**config.mk**
```make
export PLATFORM = sky130hd
export DESIGN_NAME = avl_wait_bridge
export DESIGN_NICKNAME = d
export VERILOG_FILES = /design/src/rtl/avl_wait_bridge.sv
export SDC_FILE = /design/constraint.sdc
export NUM_CORES = 1
export LEC_CHECK = 0
export ABC_CLOCK_PERIOD_IN_PS = 5850
export BUFFER_PORTS_ARGS = -buffer_cell sky130_fd_sc_hd__buf_4
export CELL_PAD_IN_SITES_DETAIL_PLACEMENT = 2
export CELL_PAD_IN_SITES_GLOBAL_PLACEMENT = 2
export CORE_ASPECT_RATIO = 0.75
export CORE_MARGIN = 2
export CORE_UTILIZATION = 29
export CTS_CLUSTER_DIAMETER = 40
export DETAILED_ROUTE_END_ITERATION = 8
export PLACE_DENSITY_LB_ADDON = 0.1
export RECOVER_POWER = 50
export SLEW_MARGIN = 15
export SYNTH_ARGS = -nofsm -noshare
export SYNTH_HDL_FRONTEND = slang
export SYNTH_SLANG_ARGS = --single-unit
```
**constraint.sdc**
```tcl
create_clock -name clk -period 5.85 [get_ports clk]
set_clock_uncertainty 0.2 [all_clocks]
set_input_delay 0 -clock clk [delete_from_list [all_inputs] [get_ports clk]]
set_output_delay 0 -clock clk [all_outputs]
set_load 0.05 [all_outputs]
```
**src/rtl/avl_wait_bridge.sv**
```systemverilog
// ----------------------------------------------------------------------------
// avl_wait_bridge
//
// Avalon-MM pass-through bridge placed between the CPU bus master and the
// slave memory. Each CPU transfer is captured into registers and then held
// off with waitrequest for a programmable number of cycles. Optionally, a
// pseudo-random 0..3 extra cycles are added per transfer. After that delay
// the transfer is issued downstream. This exercises the CPU's waitrequest
// handling under varied latency.
//
// Handshake: the CPU keeps s_read/s_write and its address and data stable
// while s_waitrequest=1. The transfer completes on the first rising edge
// where s_waitrequest=0. The downstream side follows the same rule: m_* stay
// stable while m_waitrequest=1, and the memory accepts on the edge where
// m_waitrequest=0.
//
// Ports:
//   clk, rst              clock (rising edge) and synchronous active-high reset
//   s_address/byteenable/writedata/read/write   request from the CPU
//   s_readdata, s_waitrequest                   response to the CPU
//   m_address/byteenable/writedata/read/write   request to the memory
//   m_readdata, m_waitrequest                   response from the memory
//   txn_count     completed transfers (saturating)
//   stall_count   cycles with s_waitrequest=1 (saturating)
//   protocol_err  sticky: s_read and s_write seen high together
// ----------------------------------------------------------------------------
module avl_wait_bridge #(
    parameter int unsigned WAIT_CYCLES = 2,
    parameter bit          RAND_EN     = 1'b0,
    parameter logic [7:0]  SEED        = 8'hA5
) (
    input  logic        clk,
    input  logic        rst,
    input  logic [31:0] s_address,
    input  logic [3:0]  s_byteenable,
    input  logic [31:0] s_writedata,
    input  logic        s_read,
    input  logic        s_write,
    output logic [31:0] s_readdata,
    output logic        s_waitrequest,
    output logic [31:0] m_address,
    output logic [3:0]  m_byteenable,
    output logic [31:0] m_writedata,
    output logic        m_read,
    output logic        m_write,
    input  logic [31:0] m_readdata,
    input  logic        m_waitrequest,
    output logic [31:0] txn_count,
    output logic [31:0] stall_count,
    output logic        protocol_err
);

    typedef enum logic [1:0] {
        IDLE  = 2'd0,
        DELAY = 2'd1,
        ISSUE = 2'd2,
        RESP  = 2'd3
    } state_t;

    // An all-zero LFSR would lock up, so a zero seed is replaced by 1.
    localparam logic [7:0]  LFSR_INIT = (SEED == 8'h00) ? 8'h01 : SEED;
    localparam logic [8:0]  WAIT_BASE = 9'(WAIT_CYCLES);
    localparam logic [31:0] CNT_MAX   = 32'hFFFF_FFFF;

    state_t      state;
    logic [8:0]  cnt;
    logic [7:0]  lfsr;
    logic        is_read;
    logic        req;
    logic        lfsr_fb;
    logic [8:0]  cnt_load;

    assign req           = s_read | s_write;
    assign s_waitrequest = req && (state != RESP);

    // Fibonacci LFSR, taps 8,6,5,4 (bits 7,5,4,3).
    assign lfsr_fb  = lfsr[7] ^ lfsr[5] ^ lfsr[4] ^ lfsr[3];
    assign cnt_load = WAIT_BASE + (RAND_EN ? {7'd0, lfsr[1:0]} : 9'd0);

    always_ff @(posedge clk) begin
        if (rst) begin
            state        <= IDLE;
            cnt          <= '0;
            lfsr         <= LFSR_INIT;
            is_read      <= 1'b0;
            s_readdata   <= '0;
            m_address    <= '0;
            m_byteenable <= '0;
            m_writedata  <= '0;
            m_read       <= 1'b0;
            m_write      <= 1'b0;
            txn_count    <= '0;
            stall_count  <= '0;
            protocol_err <= 1'b0;
        end else begin
            if (s_waitrequest && (stall_count != CNT_MAX)) begin
                stall_count <= stall_count + 32'd1;
            end

            case (state)
                IDLE: begin
                    if (req) begin
                        m_address    <= s_address;
                        m_byteenable <= s_byteenable;
                        m_writedata  <= s_writedata;
                        // A read wins when both strobes are high.
                        is_read      <= s_read;
                        if (s_read && s_write) begin
                            protocol_err <= 1'b1;
                        end
                        // The LFSR advances only when a transfer is captured.
                        lfsr <= {lfsr[6:0], lfsr_fb};
                        if (cnt_load != 9'd0) begin
                            cnt   <= cnt_load;
                            state <= DELAY;
                        end else begin
                            m_read  <= s_read;
                            m_write <= ~s_read;
                            state   <= ISSUE;
                        end
                    end
                end

                DELAY: begin
                    // Exactly cnt cycles are spent here before the issue.
                    if (cnt == 9'd1) begin
                        cnt     <= '0;
                        m_read  <= is_read;
                        m_write <= ~is_read;
                        state   <= ISSUE;
                    end else begin
                        cnt <= cnt - 9'd1;
                    end
                end

                ISSUE: begin
                    if (!m_waitrequest) begin
                        m_read  <= 1'b0;
                        m_write <= 1'b0;
                        if (is_read) begin
                            s_readdata <= m_readdata;
                        end
                        state <= RESP;
                    end
                end

                RESP: begin
                    // The CPU completes on this edge. The transfer is counted
                    // even if the CPU already dropped its request.
                    if (txn_count != CNT_MAX) begin
                        txn_count <= txn_count + 32'd1;
                    end
                    state <= IDLE;
                end

                default: state <= IDLE;
            endcase
        end
    end

endmodule

```
---- Yosys cells after proc, flatten, opt, wreduce, memory -nomap -nowiden ----
Cells that the tools add are included.
cells by class
  add/sub/neg operators ................... 3
  equality and inequality tests ........... 10
  multiplexer cells ....................... 12
  bitwise logic cells ..................... 3
  reductions and logical operators ........ 13
operator list
  kind                   count
  $add 32x1->32 const B  2
  $ne 32x32->1 const B   2
  $mux 9                 2
  $pmux 9 s2             1
  $reduce_and 3->1       4
  $eq 9x1->1 const B     1
  $sub 9x1->9 const B    1
  $ne 2x2->1 const B     4
  $pmux 2 s4             1
  $mux 2                 3
  $reduce_and 2->1       3
  $eq 2x2->1 const B     2
  $pmux 1 s2             2
  $reduce_bool 2->1      2
  $logic_and 1x1->1      3
  $mux 1                 3
  $eq 2x1->1 const B     1
  $logic_not 2->1        1
  $not 1->1              2
  $or 1x1->1             1
storage, ports and cells
  register bits ........................... 179
  bits of input ports ..................... 105
  output and inout port bits .............. 168
  word-level logic and storage cells ...... 53

---- Logic depth before layout (Yosys ltp) ----
  depth in word-level cells ............... 3
  gate-level depth with buffers ........... 9
  gate-level depth less buffers ........... 7

---- Least setup slack after synthesis ----
Ideal clock, no wire load.
  path type ............................... register to register
  from .................................... register stall_count[8]
  to ...................................... register stall_count[28]
  library setup time ...................... 0.070 ns
  arrival ................................. 2.291 ns
  required time ........................... 5.580 ns
  path slack .............................. 3.289 ns
  cell stages (with the launch flop) ...... 8
  path buffers ............................ 2
  period minus slack after synthesis ...... 2.561 ns
  cells stage by stage .................... dfxtp_1 > and4_1 > buf_4 > nand4_4 > or4_1 > buf_2 > or3_1 > a21oi_1
between the ends
  cells in the longest elaborated chain, start to end .. 2
  elaborated cells between the ends (all ways) .. 3
  classes of those cells .................. add/sub (1); eq/ne (1); reduce/logical (1)
RTL lines
  item                                                                   line  source
  start, declared                                                        49    output logic [31:0] stall_count,
  start signal, assigned                                                 97    stall_count <= stall_count + 32'd1;
  parallel branches: the longest is 2 deep, another holds $add 32x1->32  n/a
Parallel ways; which one is timed is not known.
A chain may end at the register's enable or synchronous reset.

==> impl_summary.md <==
Outcome
The flow ran to the end, but the final reports show violations. The checks that failed: max-capacitance violations, max-slew violations.

Run
The max-cap check violation count is 1.

Clocking
TritonCTS built the clock tree. After clock tree synthesis, the clock-pin slew on the worst setup and hold paths is 0.07 ns. Buffers inserted during clock tree synthesis total 17.

The latest clock arrival within the worst-skew pair is approximately 0.45 ns. The number of buffers added for setup after CTS is 0. Clock tree synthesis found a total of between 150 and 200 sinks.

The deepest clock path buffer count is 2. The master cell of the clock root buffer is clkbuf_16. CTS built an H-tree with a depth of 4.

Worst setup path
The required time reported for the critical path endpoint is between 5 and 6 ns. Data on the critical path arrives at its endpoint at approximately 3.5 ns. Of all nets on the critical path, the largest fanout is 104. The element type at the critical path end is a flip-flop. The launching element type of the critical path is an input port. By startpoint and endpoint, the worst setup path is classified as in -> reg.

Detailed routing
Wires add up to 37000 um. The first detailed-routing pass took 4 iterations. In this run the remaining antenna-violating nets after routing total 0. The number of violations reported at the end of detailed-routing iteration 0 is 356. The detailed router placed around 8.5k vias in this run. The DRC violation count after routing is 0.

After detailed routing, the number of vias per cell comes to between 5 and 6. The routed wire length per instance is 22.0 um.

Synth
The count of unique library cells instantiated by Yosys is between 60 and 70. The sequential area share after synthesis is 48.2%. The post-synthesis average cell area is approximately 8.2 um2.

When the netlist entered floorplanning its net count stood at 1025. The number of warnings printed during yosys synthesis is 0. The number of synthesized register bits is about 180.

Summing every instance area after synthesis gives between 0.007 and 0.008 mm2. Synthesis handed over a netlist of approximately 900 instances. For this run, the leading register cell type out of synthesis is dfxtp_1. Yosys attributes the largest share of cell area to dfxtp_1, nand2_1, a21oi_1, nor2_1, or3_1. The portion of synthesized cell area occupied by the leading cell type is 48.2%.

In the synthesized netlist the async set-or-reset flop fraction comes to 0%. Yosys mapped a number of flops with a built-in enable equal to 0. dfxtp_1 takes more of the synthesized area than any other cell.

Pwr
The leakage power of the design is ~4.3 nW. The peak ir drop on the vdd network is 0.000216 V. For this design the ratio of total power to cell area is 356 mW/mm2. The analysis attributes to net switching a power of approximately 1.6 mW.

The sequential fraction of design power is a little over a third. Cell internal power was estimated by the tool at 2.44 mW. The combinational share of power is between 30 and 40%.

Per report_power, the clock group accounts for between 30% and 40% of the total. The switching share of power is around two fifths.

GRT
Summed over all layers, the global routing overflow is 0. In the global route stage, overall resource usage came out at 27.3%. The initial antenna violation count was 0. Entering global routing, the biggest net connects roughly 110 pins. The first-pass GRT wire length is 56500 um.

The number of global-route vias before repair was roughly 9.5k.

Cells and area
In the layout the commonest cells are nand2_1, dfxtp_1, dlygate4sd3_1, clkbuf_1, a21oi_1. The layout has 2876 filler cells. The layout cell share with drive strength beyond 1 is about an eighth. Relative to the synthesized area, the layout overhead comes to 54.2%. The net count of the finished layout is 1444. The most common cell after layout, fill and taps aside is nand2_1. Cells fill 45.7% of the core in the end.

Timing
The shortest period the worst path allows is 3.39 ns. Setup violations remaining at the end of the flow were counted as 0. In the final timing run, aggregate negative setup slack is 0 ns. In this run the tightest slew margin relative to its limit is -57.4%.

The final hold violation count is 0. The final clock period utilization by the worst path is about 58%. For the pin with the worst max-slew slack, the measured transition is ~2.4 ns. The max-slew violation total from the final report is between 100 and 150. The timing-limited maximum frequency is 295 MHz. Setup repair after global routing left no endpoint under its margin.

Die
The die outline height is roughly 140 um. The I/O pin count is 273. The x dimension of the die is 189 um. Row generation in the floorplan step produced 50 rows. The placeable core region is 0.0251 mm2. The total die area is 0.0269 mm2. The initial utilization of the core area, before any placement, comes to 29.6%.

Placed design
The routability-driven placement congestion ratio is 0.738. The HPWL after detailed placement is roughly 20000 um. The count of input and output buffers is 272.

Hold path
The path class of the tightest hold or removal check is in -> reg.
==> final cells by class <==
| class | count | area (um2) | area share (%) |
|---|---|---|---|
| antenna | 2 | 5.00 | 0.0437 |
| clock buffer | 18 | 439 | 3.83 |
| clock inverter | 13 | 156 | 1.36 |
| inverter | 15 | 57.6 | 0.502 |
| multi-input combinational | 666 | 3600 | 31.4 |
| sequential | 179 | 3580 | 31.3 |
| tap | 338 | 423 | 3.69 |
| timing repair buffer | 451 | 3190 | 27.9 |
==> per-layer routing <==
metal / vias up / share of wire (%) / global-route usage [%]
li1: 3973 / - / -
met4: 0 / 3.3 / 10.9
met5: - / 0 / 0
met1: 4216 / 40 / 30.5
met2: 224 / 51 / 50.0
met3: 64 / 4.8 / 6.78
==> synth_stat cells, types with 4 or more instances <==
cell / count
nand2_1: 235
nor4b_1: 4
nor3_1: 5
or3_1: 28
nand3_1: 16
nor4_1: 6
a211oi_1: 4
o21ai_0: 28
xnor2_1: 12
o31ai_1: 8
xor2_1: 12
or4_1: 9
a31oi_1: 4
buf_2: 4
and4_1: 5
dfxtp_1: 179
and3_1: 6
buf_1: 4
inv_1: 14
nor2b_1: 8
ha_1: 9
a21oi_1: 136
mux2_2: 7
nor2_1: 56
nand4_1: 19
clkbuf_1: 39
or2_2: 4
==> state kept, by name (all words and copies together) (netlist names) <==
signal        flops
m_write           1
state             2
is_read           1
m_writedata      32
protocol_err      1
txn_count        32
stall_count      32
cnt               9
m_address        32
s_readdata       32
m_read            1
m_byteenable      4
==> logic make-up (layout without fill, tap and decap cells) <==
logic type	Yosys count	after routing	share of synthesized area, %
DFF	179	179	48.2
adders and majority gates	9	9	1.51
xor gates and xnor gates	24	24	2.83
other	0	2	0
muxes	10	10	1.46
AOI/OAI and AO/OA	203	203	15.5
and+or+nand+nor	420	420	26.9
buffers and inverters	66	497	3.64
==> power by group through the flow <==
stage | logic (mW) | clock network, mW | registers, mW
after floorplan | 0.524 | 0 | 1.85
after global placement | 1.31 | 0 | 1.47
after detailed placement | 1.33 | 0 | 1.48
after CTS | 1.44 | 1.24 | 1.46
after global routing | 1.49 | 1.31 | 1.48
final | 1.38 | 1.23 | 1.47
==> metrics by stage <==
step | worst slack [ns] | instance area, um2 | std cells | total power [mW] | hold WS [ns]
floorplan | 3.29 | 7430 | 911 | 2.38 | -0.0640
global placement | 3.01 | 9750 | 1474 | 2.78 | 0.0468
detailed placement | 2.91 | 9750 | 1474 | 2.82 | 0.0573
CTS | 2.87 | 12100 | 1680 | 4.14 | 0.125
global route | 2.15 | 11500 | 1680 | 4.28 | 0.165
finish | 2.46 | 11500 | 1682 | 4.08 | 0.165
==> final timing paths <==
check                        from         endpoint  slack [ns]  cells past startpoint
setup / recovery              rst          m_write        2.46                      5
hold / removal    s_writedata[29]  m_writedata[29]        0.16                      4
setup reg to reg         state[0]   s_readdata[20]        2.67                      9
hold reg to reg     m_address[11]    m_address[11]        0.26                      2
==> what timing repair did <==
action,CTS,global route
hold endpoints to repair,155,0
hold buffers,175,0
resized for setup,0,0
==> critical path: stages <==
cell           delay (ns)
dlygate4sd3_1        0.53
clkbuf_2             1.59
buf_4                0.88
nor2b_1              0.14
a32o_1               0.29
Power figures use the tool's default switching activity.
